**src/rtl/dcache_wb_queue_pkg.sv**
```systemverilog
// rtl/dcache_wb_queue_pkg.sv - shared encodings and helpers for the data-cache write-back queue
package dcache_wb_queue_pkg;

    // AXI AxSIZE encodings for the two supported data widths
    localparam logic [2:0] SIZE_4B = 3'b010;
    localparam logic [2:0] SIZE_8B = 3'b011;

    // Drain FSM states
    typedef enum logic [1:0] {
        ST_IDLE = 2'd0,
        ST_AW   = 2'd1,
        ST_W    = 2'd2,
        ST_B    = 2'd3
    } drain_state_t;

    // Ceiling log2, usable in constant expressions
    function automatic int clog2(input int value);
        int result;
        int v;
        result = 0;
        v      = value - 1;
        while (v > 0) begin
            result = result + 1;
            v      = v >> 1;
        end
        return result;
    endfunction

endpackage

```
**src/rtl/wbq_entry_ram.sv**
```systemverilog
// rtl/wbq_entry_ram.sv - register-array storage for the write-back queue entries
module wbq_entry_ram
    import dcache_wb_queue_pkg::*;
#(
    parameter int DEPTH      = 4,
    parameter int LINE_WORDS = 16,
    parameter int ADDR_W     = 32,
    parameter int DATA_W     = 32,
    parameter int PTR_W      = clog2(DEPTH),
    parameter int BEAT_W     = (LINE_WORDS > 1) ? clog2(LINE_WORDS) : 1
) (
    input  logic                         clk,
    input  logic                         rstn,
    input  logic                         wr_en,
    input  logic [PTR_W-1:0]             wr_ptr,
    input  logic [ADDR_W-1:0]            wr_addr,
    input  logic                         wr_uncache,
    input  logic [DATA_W/8-1:0]          wr_strb,
    input  logic [LINE_WORDS*DATA_W-1:0] wr_line,
    input  logic                         clr_en,
    input  logic [PTR_W-1:0]             clr_ptr,
    input  logic [PTR_W-1:0]             rd_ptr,
    input  logic [BEAT_W-1:0]            rd_word,
    output logic [ADDR_W-1:0]            rd_addr,
    output logic                         rd_uncache,
    output logic [DATA_W/8-1:0]          rd_strb,
    output logic [DATA_W-1:0]            rd_data,
    output logic [ADDR_W-1:0]            ent_addr [DEPTH],
    output logic [DEPTH-1:0]             ent_uncache,
    output logic [DEPTH-1:0]             ent_valid
);

    logic [ADDR_W-1:0]                   mem_addr [DEPTH];
    logic [DEPTH-1:0]                    mem_uncache;
    logic [DATA_W/8-1:0]                 mem_strb [DEPTH];
    logic [LINE_WORDS-1:0][DATA_W-1:0]   mem_line [DEPTH];
    logic [DEPTH-1:0]                    valid_q;

    // Occupancy bits: set on enqueue, cleared once the head's B response completes
    always_ff @(posedge clk or negedge rstn) begin
        if (!rstn) begin
            valid_q <= '0;
        end else begin
            if (clr_en) valid_q[clr_ptr] <= 1'b0;
            if (wr_en)  valid_q[wr_ptr]  <= 1'b1;
        end
    end

    // Entry payload; contents are meaningless until the valid bit is set, so no reset
    always_ff @(posedge clk) begin
        if (wr_en) begin
            mem_addr[wr_ptr]    <= wr_addr;
            mem_uncache[wr_ptr] <= wr_uncache;
            mem_strb[wr_ptr]    <= wr_strb;
            mem_line[wr_ptr]    <= wr_line;
        end
    end

    // Combinational head read with word select, plus per-entry taps for the query comparators
    always_comb begin
        rd_addr     = mem_addr[rd_ptr];
        rd_uncache  = mem_uncache[rd_ptr];
        rd_strb     = mem_strb[rd_ptr];
        rd_data     = mem_line[rd_ptr][rd_word];
        ent_uncache = mem_uncache;
        ent_valid   = valid_q;
        for (int i = 0; i < DEPTH; i++) begin
            ent_addr[i] = mem_addr[i];
        end
    end

endmodule

```
**src/rtl/dcache_wb_queue.sv**
```systemverilog
// rtl/dcache_wb_queue.sv - multi-entry write-back queue draining victim lines and uncached stores to AXI
module dcache_wb_queue
    import dcache_wb_queue_pkg::*;
#(
    parameter int DEPTH      = 4,
    parameter int LINE_WORDS = 16,
    parameter int ADDR_W     = 32,
    parameter int DATA_W     = 32
) (
    input  logic                          clk,
    input  logic                          rstn,
    input  logic                          push_valid,
    output logic                          push_ready,
    input  logic [ADDR_W-1:0]             push_addr,
    input  logic                          push_uncache,
    input  logic [DATA_W/8-1:0]           push_strb,
    input  logic [LINE_WORDS*DATA_W-1:0]  push_line,
    input  logic [ADDR_W-1:0]             query_addr,
    output logic                          query_hit,
    output logic [clog2(DEPTH+1)-1:0]     count,
    output logic                          empty,
    output logic                          w_req,
    input  logic                          w_rdy,
    output logic [ADDR_W-1:0]             w_addr,
    output logic [7:0]                    w_length,
    output logic [2:0]                    w_size,
    output logic                          w_data_req,
    input  logic                          w_data_ready,
    output logic [DATA_W-1:0]             w_data_AXI,
    output logic [DATA_W/8-1:0]           w_strb,
    output logic                          w_last,
    input  logic                          b_valid,
    output logic                          b_ready
);

    localparam int PTR_W    = clog2(DEPTH);
    localparam int CNT_W    = clog2(DEPTH + 1);
    localparam int BEAT_W   = (LINE_WORDS > 1) ? clog2(LINE_WORDS) : 1;
    localparam int STRB_W   = DATA_W / 8;
    localparam int LINE_OFF = clog2(LINE_WORDS * DATA_W / 8);

    localparam logic [ADDR_W-1:0] LINE_MASK  = ~ADDR_W'((64'd1 << LINE_OFF) - 64'd1);
    localparam logic [BEAT_W-1:0] LAST_BEAT  = BEAT_W'(LINE_WORDS - 1);
    localparam logic [7:0]        LINE_LEN   = 8'(LINE_WORDS - 1);
    localparam logic [2:0]        BEAT_SIZE  = (DATA_W == 64) ? SIZE_8B : SIZE_4B;
    localparam logic [CNT_W-1:0]  CNT_FULL   = CNT_W'(DEPTH);

    drain_state_t        state, state_nxt;
    logic [PTR_W-1:0]    head_ptr, tail_ptr;
    logic [CNT_W-1:0]    cnt;
    logic [BEAT_W-1:0]   beat;

    logic                push_fire, pop_fire, is_last;
    logic [ADDR_W-1:0]   head_addr;
    logic                head_uncache;
    logic [STRB_W-1:0]   head_strb;
    logic [DATA_W-1:0]   head_data;
    logic [ADDR_W-1:0]   ent_addr [DEPTH];
    logic [DEPTH-1:0]    ent_uncache;
    logic [DEPTH-1:0]    ent_valid;

    assign push_ready = (cnt != CNT_FULL);
    assign push_fire  = push_valid && push_ready;
    assign pop_fire   = (state == ST_B) && b_valid;
    assign count      = cnt;
    assign empty      = (cnt == '0);
    assign is_last    = head_uncache ? (beat == '0) : (beat == LAST_BEAT);

    wbq_entry_ram #(
        .DEPTH      (DEPTH),
        .LINE_WORDS (LINE_WORDS),
        .ADDR_W     (ADDR_W),
        .DATA_W     (DATA_W),
        .PTR_W      (PTR_W),
        .BEAT_W     (BEAT_W)
    ) u_ram (
        .clk         (clk),
        .rstn        (rstn),
        .wr_en       (push_fire),
        .wr_ptr      (tail_ptr),
        .wr_addr     (push_addr),
        .wr_uncache  (push_uncache),
        .wr_strb     (push_strb),
        .wr_line     (push_line),
        .clr_en      (pop_fire),
        .clr_ptr     (head_ptr),
        .rd_ptr      (head_ptr),
        .rd_word     (beat),
        .rd_addr     (head_addr),
        .rd_uncache  (head_uncache),
        .rd_strb     (head_strb),
        .rd_data     (head_data),
        .ent_addr    (ent_addr),
        .ent_uncache (ent_uncache),
        .ent_valid   (ent_valid)
    );

    // Pointers wrap naturally; count tracks occupancy so full and empty are unambiguous
    always_ff @(posedge clk or negedge rstn) begin
        if (!rstn) begin
            head_ptr <= '0;
            tail_ptr <= '0;
            cnt      <= '0;
        end else begin
            if (push_fire) tail_ptr <= tail_ptr + 1'b1;
            if (pop_fire)  head_ptr <= head_ptr + 1'b1;
            case ({push_fire, pop_fire})
                2'b10:   cnt <= cnt + 1'b1;
                2'b01:   cnt <= cnt - 1'b1;
                default: cnt <= cnt;
            endcase
        end
    end

    // Drain FSM state register
    always_ff @(posedge clk or negedge rstn) begin
        if (!rstn) state <= ST_IDLE;
        else       state <= state_nxt;
    end

    // Drain FSM next state: one AW / W burst / B round trip per head entry
    always_comb begin
        state_nxt = state;
        case (state)
            ST_IDLE: if (cnt != '0)                  state_nxt = ST_AW;
            ST_AW:   if (w_rdy)                      state_nxt = ST_W;
            ST_W:    if (is_last && w_data_ready)    state_nxt = ST_B;
            ST_B:    if (b_valid)                    state_nxt = ST_IDLE;
            default:                                 state_nxt = ST_IDLE;
        endcase
    end

    // Beat counter: cleared on AW acceptance, advanced on each accepted W beat
    always_ff @(posedge clk or negedge rstn) begin
        if (!rstn) begin
            beat <= '0;
        end else if (state == ST_AW && w_rdy) begin
            beat <= '0;
        end else if (state == ST_W && w_data_ready && !is_last) begin
            beat <= beat + 1'b1;
        end
    end

    // AXI channel outputs, driven only in their own state so they are zero elsewhere
    always_comb begin
        w_req      = 1'b0;
        w_addr     = '0;
        w_length   = '0;
        w_size     = '0;
        w_data_req = 1'b0;
        w_data_AXI = '0;
        w_strb     = '0;
        w_last     = 1'b0;
        b_ready    = 1'b0;
        case (state)
            ST_AW: begin
                w_req    = 1'b1;
                w_addr   = head_uncache ? head_addr : (head_addr & LINE_MASK);
                w_length = head_uncache ? 8'd0 : LINE_LEN;
                w_size   = BEAT_SIZE;
            end
            ST_W: begin
                w_data_req = 1'b1;
                w_data_AXI = head_data;
                w_strb     = head_uncache ? head_strb : {STRB_W{1'b1}};
                w_last     = is_last;
            end
            ST_B: begin
                b_ready = 1'b1;
            end
            default: ;
        endcase
    end

    // Line-address match against every occupied cached entry, head included until its B completes
    always_comb begin
        query_hit = 1'b0;
        for (int i = 0; i < DEPTH; i++) begin
            if (ent_valid[i] && !ent_uncache[i] &&
                ((ent_addr[i] & LINE_MASK) == (query_addr & LINE_MASK))) begin
                query_hit = 1'b1;
            end
        end
    end

endmodule

```
**config.mk**
```make
export PLATFORM = sky130hd
export DESIGN_NAME = dcache_wb_queue
export DESIGN_NICKNAME = d
export VERILOG_FILES = /design/src/rtl/dcache_wb_queue_pkg.sv /design/src/rtl/wbq_entry_ram.sv /design/src/rtl/dcache_wb_queue.sv
export SDC_FILE = /design/constraint.sdc
export NUM_CORES = 2
export LEC_CHECK = 0
export ABC_AREA = 1
export CORE_MARGIN = 2
export CORE_UTILIZATION = 50
export CTS_CLUSTER_SIZE = 30
export DETAILED_ROUTE_END_ITERATION = 16
export PLACE_DENSITY = 0.7
export SYNTH_ARGS = -nofsm -noshare
export SYNTH_HDL_FRONTEND = slang
export SYNTH_SLANG_ARGS = --single-unit
```
**constraint.sdc**
```tcl
create_clock -name clk -period 31.6 [get_ports clk]
set_input_delay 9.48 -clock clk [delete_from_list [all_inputs] [get_ports clk]]
set_output_delay 9.48 -clock clk [all_outputs]
set_load 0.05 [all_outputs]
```
==> out/results.ini <==
[clock_network]
cts-root-buf=clkbuf_16
ctsHtreeMaxLevel=4
cts.repair.resized=0
cts_tree=done
cts_hold_buffers=0
clk_pin_slew_ns=0.06
clock-sinks=2213
cts_made_buffers=223
clk-insertion-delay-late_ns=0.89
cts_buffer_depth=3
post_cts_buffers=0

[detailed_routing]
ant_nets=0
wl_um=280800
routedWlPerCell_um=22.86
drc=0
drt_iter0_drc=6556
drt-pass1-iter-count=6
post_drt_via_cell_ratio=5.370
vias=65950

[sta]
period_share_pct=68.28
finalSetupViolations=0
finalCriticalPeriod_ns=21.58
hold_violations=0
worst_pin_slew_ns=1.166
holdWs_ns=0.4933
worst_slack_ns=10.02
fin_worst_skew_ns=0.03926
fmax_mhz=46.35
slew_headroom_pct=22.24
slew_violations=0
rsz0062_at_grt=false
fin_setup_tns_ns=0

[grt]
antenna_found_initial=142
overflow=0
grt_max_degree=182
grt_usage_pct=28.46
grt_pass1_wl_um=404200
grt_pass1_vias=62240

[floorplan]
die_area_um2=193300
die_w_um=439.7
rows=159
die_y_um=439.7
start_util_pct=50.43
coreArea_um2=188200
top_level_ports=676

[final_layout]
finalNonFillerCells=12280
nNetsFinal=10090
layout-drive-gt1-share_pct=4.423
finish.utilization_pct=58.83
syn_to_final_growth_pct=16.67
regArea_um2=66380
multi_input_area_um2=21980
nFillCells=15100

[pwr]
vdd_drop_max_mv=0.08039
power.density_nw_per_um2=96.17
leakagePower_nw=44.80

[synth]
syn_area_um2=94900
yosys_warnings=0
ys_seq_area_share_pct=69.93
yosys_register_bits=2213
async_flop_share_pct=0.7682
syn_avg_cell_area_um2=10.57
synth_edf_count=2196
synth_flop_cell=edfxtp_1
synthDistinctLibCells=29
syn_inst=8976

[critical_path]
cp_num_buf_inv=3
slowest_delay_ns=0.82
startpoint_type=input port
worstSetupPathType=in2out
cpMaxStageDelayCell=clkdlybuf4s50_1
cpLargestDelayFamily=buffers and inverters
crit_chain=clkdlybuf4s50_1 > inv_1 > nand2_1 > o21ai_0 > nor2_1 > nand2_1 > nor2_1 > nand2_1 > nor2_1 > nor2_1 > nand2_1 > clkdlybuf4s50_1
worstPathArrival_ns=12.10
worstPathMaxFanout=4
required_ns=22.12
worstSetupEndpointType=primary output

[placement]
gp_congestion=0.9172
io_buffer_count=663
dp_hpwl_um=176000
dp_cells=11750
place_ws_ns=10.08

[status]
status=finished clean

[hold_path]
hp-class=reg2reg

[run]
max_cap_viol_count=0

[final cells by class]
cell class | count | area share (%)
Sequential cell | 2213 | 59.95
Multi-Input combinational cell | 5173 | 19.85
Timing Repair Buffer | 762 | 6.755
Clock buffer | 281 | 5.312
Inverter | 1109 | 3.784
Tap cell | 2495 | 2.819
Clock inverter | 139 | 1.279
Antenna cell | 109 | 0.2463
[cell usage after synthesis, types with 9 or more instances]
library cell  instances  area share (%)
nor3_1                9           0.047
nand2_1            3101              12
inv_1              1105             4.4
o211ai_1              9           0.071
o22ai_1              40            0.26
buf_6                41            0.49
edfxtp_1           2196              69
a21oi_1              72            0.38
nor2_1              382             1.5
dfrtp_1              17            0.45
buf_2                96            0.51
xnor2_1              16            0.15
clkbuf_1            228            0.90
ha_1                 16            0.21
buf_1                65            0.26
xor2_1               30            0.28
nand3_1            1295             6.8
o21ai_0             182            0.96
buf_4                56            0.44
[layer usage]
layer	GRT usage [%]	share of wire, %	up-vias
met5	0	0.12	-
met4	18.58	6.8	52
met3	4.795	7.5	638
met2	44.98	48	2814
met1	36.46	38	31770
li1	-	-	30680
[flip-flops by register name, summed over array words and instances (netlist names)]
signal,cells
u_ram.mem_line,2048
u_ram.mem_addr,128
u_ram.mem_strb,16
beat,4
u_ram.ent_uncache,4
u_ram.ent_valid,4
count,3
head_ptr,2
state,2
tail_ptr,2
[final timing paths]
kind,from,end,slack [ns],cells after the start
min reg2reg,u_ram.ent_valid[2]$_DFF_PN0_,u_ram.ent_valid[2]$_DFF_PN0_,0.49,2
max,query_addr[13],query_hit,10.02,12
min in group asynchronous,rstn,count[0]$_DFFE_PN0P_,9.13,1
max in group asynchronous,rstn,beat[1]$_DFFE_PN0P_,21.81,1
min,u_ram.ent_valid[2]$_DFF_PN0_,u_ram.ent_valid[2]$_DFF_PN0_,0.49,2
max reg2reg,count[0]$_DFFE_PN0P_,u_ram.mem_line[0][474]$_DFFE_PP_,25.86,8
[worst min-delay path, cell delays in order, from the launching register on]
cell	delay (ns)
dfrtp_1	0.35
nand2_1	0.05
o21ai_0	0.06
[cells in the final DEF, fill, tap and decap left out, drive strengths merged]
cell type and n:
fa 1, clkinv 105, buf 99, nand3 1295, diode 109, nor2 382
edfxtp 2196, o2111ai 3, nand3b 1, conb 6, ha 16, nor3b 1
nor3 9, clkdlybuf4s50 663, o21ai 187, clkbuf 281, o211ai 9, xnor2 16
a211oi 1, nand4 2, o22ai 40, a21oi 72, or2 1, dfrtp 17
bufinv 22, clkinvlp 8, inv 1113, nand2 3101, xor2 30
[report_power, final]
part | leakage, nW | switching (W) | internal, W | total [W]
clock network | 3.54 | 0.00112 | 0.00150 | 0.00262
registers | 20.3 | 0.000180 | 0.00387 | 0.00405
logic | 21.0 | 0.00299 | 0.000990 | 0.00398
[through the flow]
| stage | total power (W) | area [um2] |
|---|---|---|
| 2_1_floorplan | 0.007133 | 94920 |
| 6_report | 0.01065 | 110700 |
| 4_1_cts | 0.01067 | 110500 |
| 3_5_place_dp | 0.008060 | 103200 |
| 5_1_grt | 0.01119 | 110700 |
| 3_3_place_gp | 0.007979 | 103200 |
[cells by family after synthesis]
group                      synth area share, %
and+or+nand+nor                          20.69
DFF                                      69.93
buffers and inverters                    6.981
AOI/OAI and AO/OA                        1.736
xor gates and xnor gates                0.4245
adders and majority gates               0.2320
other                                 0.003951
Note: power is estimated with default switching activity, not from simulation.
